`src/rtl/pipe_out_pattern_pkg.sv`:
```
// Shared types and constants for the pipe-out pattern generator.
package pipe_out_pattern_pkg;

  typedef enum logic [1:0] {
    MODE_COUNT = 2'd0,
    MODE_LFSR  = 2'd1,
    MODE_WALK  = 2'd2,
    MODE_SEED  = 2'd3
  } mode_e;

  localparam int unsigned LANE_W      = 32;
  localparam logic [31:0] LFSR_SEED0  = 32'h04030201;
  localparam logic [31:0] LANE_STRIDE = 32'h09090909;

  // Feedback taps for x^32 + x^22 + x^2 + 1
  localparam int unsigned TAP_A = 31;
  localparam int unsigned TAP_B = 21;
  localparam int unsigned TAP_C = 1;

  // Per-lane reset value; the LFSR lanes must never start at zero.
  function automatic logic [LANE_W-1:0] lane_init(input mode_e m,
                                                  input logic [LANE_W-1:0] seed,
                                                  input int unsigned idx);
    logic [LANE_W-1:0] stride;
    logic [LANE_W-1:0] v;
    stride = LANE_W'(idx) * LANE_STRIDE;
    case (m)
      MODE_LFSR: v = LFSR_SEED0 + stride;
      MODE_SEED: begin
        v = seed ^ stride;
        if (v == '0) v = LANE_W'(1);
      end
      default:   v = LANE_W'(1);
    endcase
    return v;
  endfunction

endpackage

```
`src/rtl/pipe_out_pattern_lane.sv`:
```
// One 32-bit generator lane: count, LFSR or walking-ones, advanced per read.
module pipe_out_pattern_lane
  import pipe_out_pattern_pkg::*;
(
  input  logic              clk,
  input  logic              reset,
  input  logic [LANE_W-1:0] load_val,
  input  logic              advance,
  input  mode_e             mode,
  output logic [LANE_W-1:0] lane
);

  logic [LANE_W-1:0] lane_nxt;

  always_comb begin
    lane_nxt = lane;
    case (mode)
      MODE_COUNT: lane_nxt = lane + LANE_W'(1);
      MODE_LFSR,
      MODE_SEED:  lane_nxt = {lane[LANE_W-2:0], lane[TAP_A] ^ lane[TAP_B] ^ lane[TAP_C]};
      MODE_WALK:  lane_nxt = {lane[LANE_W-2:0], lane[LANE_W-1]};
      default:    lane_nxt = lane;
    endcase
  end

  always_ff @(posedge clk) begin
    if (reset) begin
      lane <= load_val;
    end else if (advance) begin
      lane <= lane_nxt;
    end
  end

endmodule

```
`src/rtl/pipe_out_pattern_gen.sv`:
```
// Pipe-out test-data source: pattern lanes, throttled virtual FIFO level,
// ready/underflow flags and a read counter.
module pipe_out_pattern_gen
  import pipe_out_pattern_pkg::*;
#(
  parameter int unsigned DATA_W       = 16,
  parameter int unsigned THROTTLE_W   = 32,
  parameter int unsigned LEVEL_W      = 16,
  parameter int unsigned LEVEL_MAX    = 65535,
  parameter int unsigned READY_THRESH = 1024
) (
  input  logic                  clk,
  input  logic                  reset,
  input  logic                  pipe_out_read,
  output logic [DATA_W-1:0]     pipe_out_data,
  output logic                  pipe_out_ready,
  input  logic                  throttle_set,
  input  logic [THROTTLE_W-1:0] throttle_val,
  input  logic [1:0]            mode,
  input  logic [31:0]           seed_val,
  output logic                  underflow,
  output logic [31:0]           read_count
);

  localparam int unsigned NLANES = (DATA_W / LANE_W > 0) ? DATA_W / LANE_W : 1;
  localparam int unsigned BUS_W  = NLANES * LANE_W;
  localparam logic [LEVEL_W-1:0] LVL_MAX    = LEVEL_W'(LEVEL_MAX);
  localparam logic [LEVEL_W-1:0] LVL_THRESH = LEVEL_W'(READY_THRESH);

  mode_e                 mode_q;
  logic [BUS_W-1:0]      lane_bus;
  logic [THROTTLE_W-1:0] throttle;
  logic [LEVEL_W-1:0]    level;
  logic [LEVEL_W-1:0]    level_nxt;
  logic                  underflow_hit;

  // Mode is only honoured at reset so the stream never changes type mid-run.
  always_ff @(posedge clk) begin
    if (reset) mode_q <= mode_e'(mode);
  end

  for (genvar i = 0; i < NLANES; i++) begin : g_lane
    logic [LANE_W-1:0] load_val;
    assign load_val = lane_init(mode_e'(mode), seed_val, i);

    pipe_out_pattern_lane u_lane (
      .clk      (clk),
      .reset    (reset),
      .load_val (load_val),
      .advance  (pipe_out_read),
      .mode     (mode_q),
      .lane     (lane_bus[i*LANE_W +: LANE_W])
    );
  end

  if (BUS_W > DATA_W) begin : g_trim
    logic unused_hi;
    assign unused_hi = ^lane_bus[BUS_W-1:DATA_W];
  end

  always_ff @(posedge clk) begin
    if (reset) pipe_out_data <= '0;
    else       pipe_out_data <= lane_bus[DATA_W-1:0];
  end

  // Throttle mask rotates right; bit 0 is this cycle's virtual FIFO write.
  always_ff @(posedge clk) begin
    if (reset || throttle_set) throttle <= throttle_val;
    else                       throttle <= {throttle[0], throttle[THROTTLE_W-1:1]};
  end

  // A read with a simultaneous write is net-zero, even at an empty level.
  always_comb begin
    level_nxt     = level;
    underflow_hit = 1'b0;
    case ({pipe_out_read, throttle[0]})
      2'b01: if (level < LVL_MAX) level_nxt = level + LEVEL_W'(1);
      2'b10: begin
        if (level != '0) level_nxt = level - LEVEL_W'(1);
        else             underflow_hit = 1'b1;
      end
      default: level_nxt = level;
    endcase
  end

  always_ff @(posedge clk) begin
    if (reset) begin
      level          <= '0;
      pipe_out_ready <= 1'b0;
      underflow      <= 1'b0;
      read_count     <= '0;
    end else begin
      level          <= level_nxt;
      pipe_out_ready <= (level >= LVL_THRESH);
      underflow      <= underflow | underflow_hit;
      read_count     <= read_count + 32'(pipe_out_read);
    end
  end

endmodule

```
`config.mk`:
```
export PLATFORM = sky130hd
export DESIGN_NAME = pipe_out_pattern_gen
export DESIGN_NICKNAME = d
export VERILOG_FILES = /design/src/rtl/pipe_out_pattern_pkg.sv /design/src/rtl/pipe_out_pattern_lane.sv /design/src/rtl/pipe_out_pattern_gen.sv
export SDC_FILE = /design/constraint.sdc
export NUM_CORES = 1
export LEC_CHECK = 0
export BUFFER_PORTS_ARGS = -buffer_cell sky130_fd_sc_hd__buf_2
export CAP_MARGIN = 20
export CORE_MARGIN = 5
export CORE_UTILIZATION = 55
export CTS_CLUSTER_DIAMETER = 100
export CTS_CLUSTER_SIZE = 12
export DETAILED_ROUTE_END_ITERATION = 6
export PLACE_DENSITY = 0.84
export SYNTH_ARGS = -nofsm -noshare
export SYNTH_HDL_FRONTEND = slang
export SYNTH_SLANG_ARGS = --single-unit
export TNS_END_PERCENT = 20
```
`constraint.sdc`:
```
create_clock -name clk -period 5.2 [get_ports clk]
set_clock_uncertainty 0.15 [all_clocks]
set_input_delay 0.78 -clock clk [delete_from_list [all_inputs] [get_ports clk]]
set_output_delay 0.78 -clock clk [all_outputs]
set_load 0.02 [all_outputs]
```
Yosys cells after proc, flatten, opt, wreduce, memory -nomap -nowiden
Cells that the tools add are included.
{"block": "classes", "n_addsub": 4, "n_lt_le_gt_ge": 2, "eq_ne": 9, "muxes": 11, "bitwise": 3, "reduce_logical": 8}
{"cell": "32-bit 2-to-1 mux", "count": 4}
{"cell": "32-bit case mux with 3 select lines", "count": 1}
{"cell": "32-bit case mux with 2 select lines", "count": 1}
{"cell": "32-bit by 1-bit adder with 32-bit output", "count": 1}
{"cell": "32-bit by 1-bit adder with 32-bit output, second input constant", "count": 1}
{"cell": "32-bit logical NOT", "count": 1}
{"cell": "16-bit 2-to-1 mux", "count": 2}
{"cell": "16-bit case mux with 2 select lines", "count": 1}
{"cell": "16-bit by 1-bit adder with 16-bit output, second input constant", "count": 1}
{"cell": "16-bit by 11-bit >= comparator with 1-bit output, second input constant", "count": 1}
{"cell": "16-bit < comparator, second input constant", "count": 1}
{"cell": "16-bit nonzero test", "count": 1}
{"cell": "16-bit by 1-bit subtractor with 16-bit output, second input constant", "count": 1}
{"cell": "2-bit == test, second input constant", "count": 4}
{"cell": "2-bit by 1-bit == test with 1-bit output, second input constant", "count": 3}
{"cell": "2-bit inequality test, second input constant", "count": 2}
{"cell": "2-bit nonzero test", "count": 2}
{"cell": "3-bit AND reduction", "count": 1}
{"cell": "2-bit logical NOT", "count": 1}
{"cell": "1-bit 2-to-1 mux", "count": 2}
{"cell": "2-bit OR reduction", "count": 1}
{"cell": "1-bit bitwise XOR", "count": 2}
{"cell": "1-bit logical OR", "count": 1}
{"cell": "1-bit bitwise OR", "count": 1}
{"block": "totals", "reg_bits": 132, "elab_cells": 45}

Logic depth before layout (Yosys ltp)
{"block": "depth", "ltp_word": 5, "ltp_mapped": 11, "ltp_nobuf": 9}

By module
From an unflattened synthesis, not the netlist that was laid out.
{"block": "unflattened", "cells_unflattened": 743, "area_unflattened_um2": 6759.0}
{"mod": "pipe_out_pattern_gen", "n_inst": 1, "cells_each": 478, "area_per_inst_um2": 4438.0}
{"mod": "pipe_out_pattern_lane", "n_inst": 1, "cells_each": 265, "area_per_inst_um2": 2321.0}

Least setup slack after synthesis
Ideal clock, no wire load.
{"block": "synth_timing", "path_kind": "input port to flip-flop", "start": "input pipe_out_read", "end": "register level[12]", "arrival_time_ns": 2.593, "required_time_ns": 4.922, "path_slack_ns": 2.329, "stages": 10, "path_cell_list": "nand2b_1 clkbuf_1 buf_1 xnor2_1 ha_1 o41ai_1 nand3b_1 a22oi_1 xnor2_1 nor2_1"}
{"block": "synth_between", "elab_chain_cells": 3, "elab_cells_between_ends": 7, "classes_between": "eq/ne (4); mux (1); reduce/logical (2)"}
{"item": "start, declared", "line_no": "pipe_out_pattern_gen.sv:14", "rtl": "input logic pipe_out_read,"}
{"item": "2-bit == test / 2-bit by 1-bit == test with 1-bit output (equally long branches)", "line_no": "pipe_out_pattern_gen.sv:76", "rtl": "case ({pipe_out_read, throttle[0]})"}
{"item": "2-bit inequality test (no line) / 2-bit nonzero test (equally long branches)"}
{"item": "3-bit AND reduction (no line)"}
{"item": "end signal, assigned", "line_no": "pipe_out_pattern_gen.sv:93", "rtl": "level <= level_nxt;"}
{"item": "end, declared", "line_no": "pipe_out_pattern_gen.sv:33", "rtl": "logic [LEVEL_W-1:0] level;"}
Several ways; a longest one is shown, not always the timed one.
A chain may end at the register's enable or synchronous reset.

Worst setup path in the final report
{"block": "layout_timing", "start": "register g_lane[0].u_lane.lane[3]", "end": "register g_lane[0].u_lane.lane[22] (data pin)"}
{"block": "layout_between", "elab_chain_cells": 4}
{"item": "start, declared", "line_no": "pipe_out_pattern_lane.sv:10", "rtl": "output logic [LANE_W-1:0] lane"}
{"item": "start signal, assigned", "line_no": "pipe_out_pattern_lane.sv:28", "rtl": "lane <= load_val;"}
{"item": "start signal, assigned", "line_no": "pipe_out_pattern_lane.sv:30", "rtl": "lane <= lane_nxt;"}
{"item": "32-bit by 1-bit adder with 32-bit output", "line_no": "pipe_out_pattern_lane.sv:18", "rtl": "MODE_COUNT: lane_nxt = lane + LANE_W'(1);"}
{"item": "32-bit case mux with 3 select lines", "line_no": "pipe_out_pattern_lane.sv:17", "rtl": "case (mode)"}
{"item": "32-bit 2-to-1 mux", "line_no": "pipe_out_pattern_lane.sv:29", "rtl": "end else if (advance) begin"}
{"item": "32-bit 2-to-1 mux", "line_no": "pipe_out_pattern_lane.sv:27", "rtl": "if (reset) begin"}
No other way between the ends. The select of a mux whose other input is x is not followed.

==> results.yml <==
cells_and_area:
  flow.area_growth_from_synthesis_pct: 18.8
  mostFrequentLayoutCell: "sky130_fd_sc_hd__buf_2"
  layoutNonFillerInstCount: 949
  post-route-util: 0.668
  layout.cells.most_common_list: "119 x sky130_fd_sc_hd__buf_2, 98 x sky130_fd_sc_hd__dfxtp_1, 75 x sky130_fd_sc_hd__nor2_1"
  postLayoutCellArea_um2: 7620
  final_net_count: 868
  share_of_post_route_cells_with_drive_strength_above_1: 0.249
  num_antenna_cells: 0
drt:
  dr.first_iter.drc_count: 500
  routed_wirelength_um: 15800
  drt.antenna.violating_nets: 0
  route.detailed.vias_per_inst: 5.95
  dr_total_vias: 5646
  drc: 0
  first_pass_iters: 5
  avgRoutedWirePerCell_um: 16.6
clock_network:
  post_cts_resize_count: 0
  clk-insertion-delay-late_ps: 410
  tritoncts.num_buffers: 17
  clock-sinks: 132
  cts_tree: "done"
  clkSlewWorstSetupHoldPaths_ps: 60
  cts.htree.levels: 4
  clock_path_buffers: 2
  post-cts-setup-buffers: 0
  post_cts_hold_buffer_count: 0
  clk_root_buffer_cell: "sky130_fd_sc_hd__clkbuf_16"
power_and_ir_drop:
  net_switching_power_uw: 778
  internal-power_uw: 2020
  power.share.clock: 0.400
  ir_drop_mv: 0.436
  p_leak_uw: 0.00299
  power_uw: 2800
  power_frac_seq: 0.450
  sw_frac_of_total: 0.278
  combPwrFrac: 0.150
  power.density_cell_area_nw_per_um2: 367
timing:
  worst_slew_margin_rel: 0.318
  maxClockFrequency_ghz: 0.346
  finalSetupViolations: 0
  max_slew.worst_pin.slew_ps: 1020
  finalWorstPathRequiredPeriod_ps: 2890
  post-route-period-util: 0.556
  final-hold-violation-count: 0
  setup-tns-final_ps: 0
  timing.final.max_slew_violations: 0
  grt_setup_unrepaired: "false"
die:
  floorplan.rows: 39
  die_area_um2: 13900
  number_of_top_level_pins: 120
  effective_utilization_at_floorplan: 0.562
  die-height_um: 118
  core_um2: 11400
  fp.dieW_um: 118
placed_design:
  numPortBuffers: 119
  final_gp_congestion: 0.911
  placement.cell_area_um2: 7060
  numPlacedInstances: 918
  post-dp-hpwl_um: 11000
synth:
  synth_cell_types: 54
  netlist_instances: 692
  async_reset_ff_frac: 0
  ys_warn_count: 0
  synth-edff-count: 34
  seq_area_frac_synth: 0.465
  ys_seq_elements: 132
  top_ff_cell_synth: "sky130_fd_sc_hd__dfxtp_1"
  synth_nets: 766
  post_synth_instance_area_um2: 6420
  post_synth.cell_area_avg_um2: 9.28
outcome:
  run_status: "completed"
setup_path:
  critical_path_s_top_delay_family: "simple AND/OR/NAND/NOR gates"
  cp.arrival_ps: 2900
  timing.critical_path.from_type: "register"
  cells_traversed_along_the_worst_timing_path: "nand4_4, or4_4, nor4_1, a31oi_1, a21oi_1, o21ai_0"
  critPathSlowestCell: "sky130_fd_sc_hd__nor4_1"
  crit_path_buffers_inverters: 0
  cpPeakStageDelay_ps: 700
  endpoint_kind: "register"
  critical_path_class: "register to register"
  worst-path-max-fanout: 9
  timing.critical_path.required_ps: 5210
run:
  maximum_capacitance_violations: 0
global_routing:
  pin_count_of_the_biggest_net_entering_global_routing: 88
  via_count_of_the_first_global_routing_pass: 5363
  number_of_antenna_violations_at_the_first_check_in_global_routing: 0
  grt_usage: 0.223
  first_pass_grt_wire_length_um: 26000
  grt.overflow.total: 0
hold_path:
  holdCritPathClass: "register to register"
worst paths after layout:
kind	from	to	slack (ps)	cells past startpoint
worst max-delay path	g_lane[0].u_lane.lane[3]	g_lane[0].u_lane.lane[22]	2310	6
worst max register to register	g_lane[0].u_lane.lane[3]	g_lane[0].u_lane.lane[22]	2310	6
worst min register to register	throttle[25]	throttle[24]	310	1
worst min-delay path	throttle[25]	throttle[24]	310	1
power groups by stage:
stage,Sequential [uW],Clock (uW),Combinational (uW)
3_3_place_gp,1270,0,398
3_5_place_dp,1280,0,413
5_1_grt,1280,1190,463
4_1_cts,1260,1140,417
2_1_floorplan,1250,0,316
6_report,1260,1120,419
final cells by class:
cell class	count	area, um^2
tap	143	179
multi-input combinational	513	3250
fill	937	3790
inverter	7	26.3
clock buffer	20	457
sequential	132	2980
clock inverter	11	103
timing repair buffer	123	626
metal layers:
layer	GRT usage	wire length (um)	vias up
li1	-	-	2694
met1	0.292	6640	2653
met2	0.360	7620	256
met3	0.0548	1180	43
met4	0.0781	359	0
met5	0	0	-
cells by family (layout without fill, tap and decap cells):
| family | count (synthesis) | count (layout) | synth area share |
|---|---|---|---|
| AOI/OAI and AO/OA | 122 | 122 | 0.116 |
| xor gates and xnor gates | 59 | 59 | 0.0805 |
| buffers and inverters | 47 | 161 | 0.0292 |
| adders and majority gates | 4 | 4 | 0.00780 |
| DFF | 132 | 132 | 0.465 |
| and+or+nand+nor | 289 | 289 | 0.234 |
| muxes | 39 | 39 | 0.0674 |
synth_stat cells (11+ instances only):
library cell | n | area [um^2]
sky130_fd_sc_hd__nor4_1 | 19 | 119
sky130_fd_sc_hd__dfxtp_1 | 98 | 1960
sky130_fd_sc_hd__nor2b_1 | 21 | 131
sky130_fd_sc_hd__and3_1 | 11 | 68.8
sky130_fd_sc_hd__mux2_2 | 34 | 383
sky130_fd_sc_hd__edfxtp_1 | 34 | 1020
sky130_fd_sc_hd__nor2_1 | 76 | 285
sky130_fd_sc_hd__nand2_1 | 51 | 191
sky130_fd_sc_hd__nor3_1 | 17 | 85.1
sky130_fd_sc_hd__a21oi_1 | 40 | 200
sky130_fd_sc_hd__xor2_1 | 25 | 219
sky130_fd_sc_hd__xnor2_1 | 34 | 298
sky130_fd_sc_hd__clkbuf_1 | 31 | 116
sky130_fd_sc_hd__o21ai_0 | 37 | 185
sky130_fd_sc_hd__nand4_1 | 19 | 119
sky130_fd_sc_hd__nand3_1 | 26 | 130
sequential cells by signal, summed over array words and instances, names as in the netlist:
name	cells
pipe_out_ready	1
underflow	1
level	16
mode_q	2
pipe_out_data	16
read_count	32
throttle	32
g_lane.u_lane.lane	32
stage by stage:
stage          hold slack [ps]  setup slack [ps]
6_report                   307              2310
2_1_floorplan              283              2330
3_5_place_dp               290              1950
3_3_place_gp               285              2050
5_1_grt                    323              2200
4_1_cts                    309              2350
Note: power is estimated with default switching activity, not from simulation.
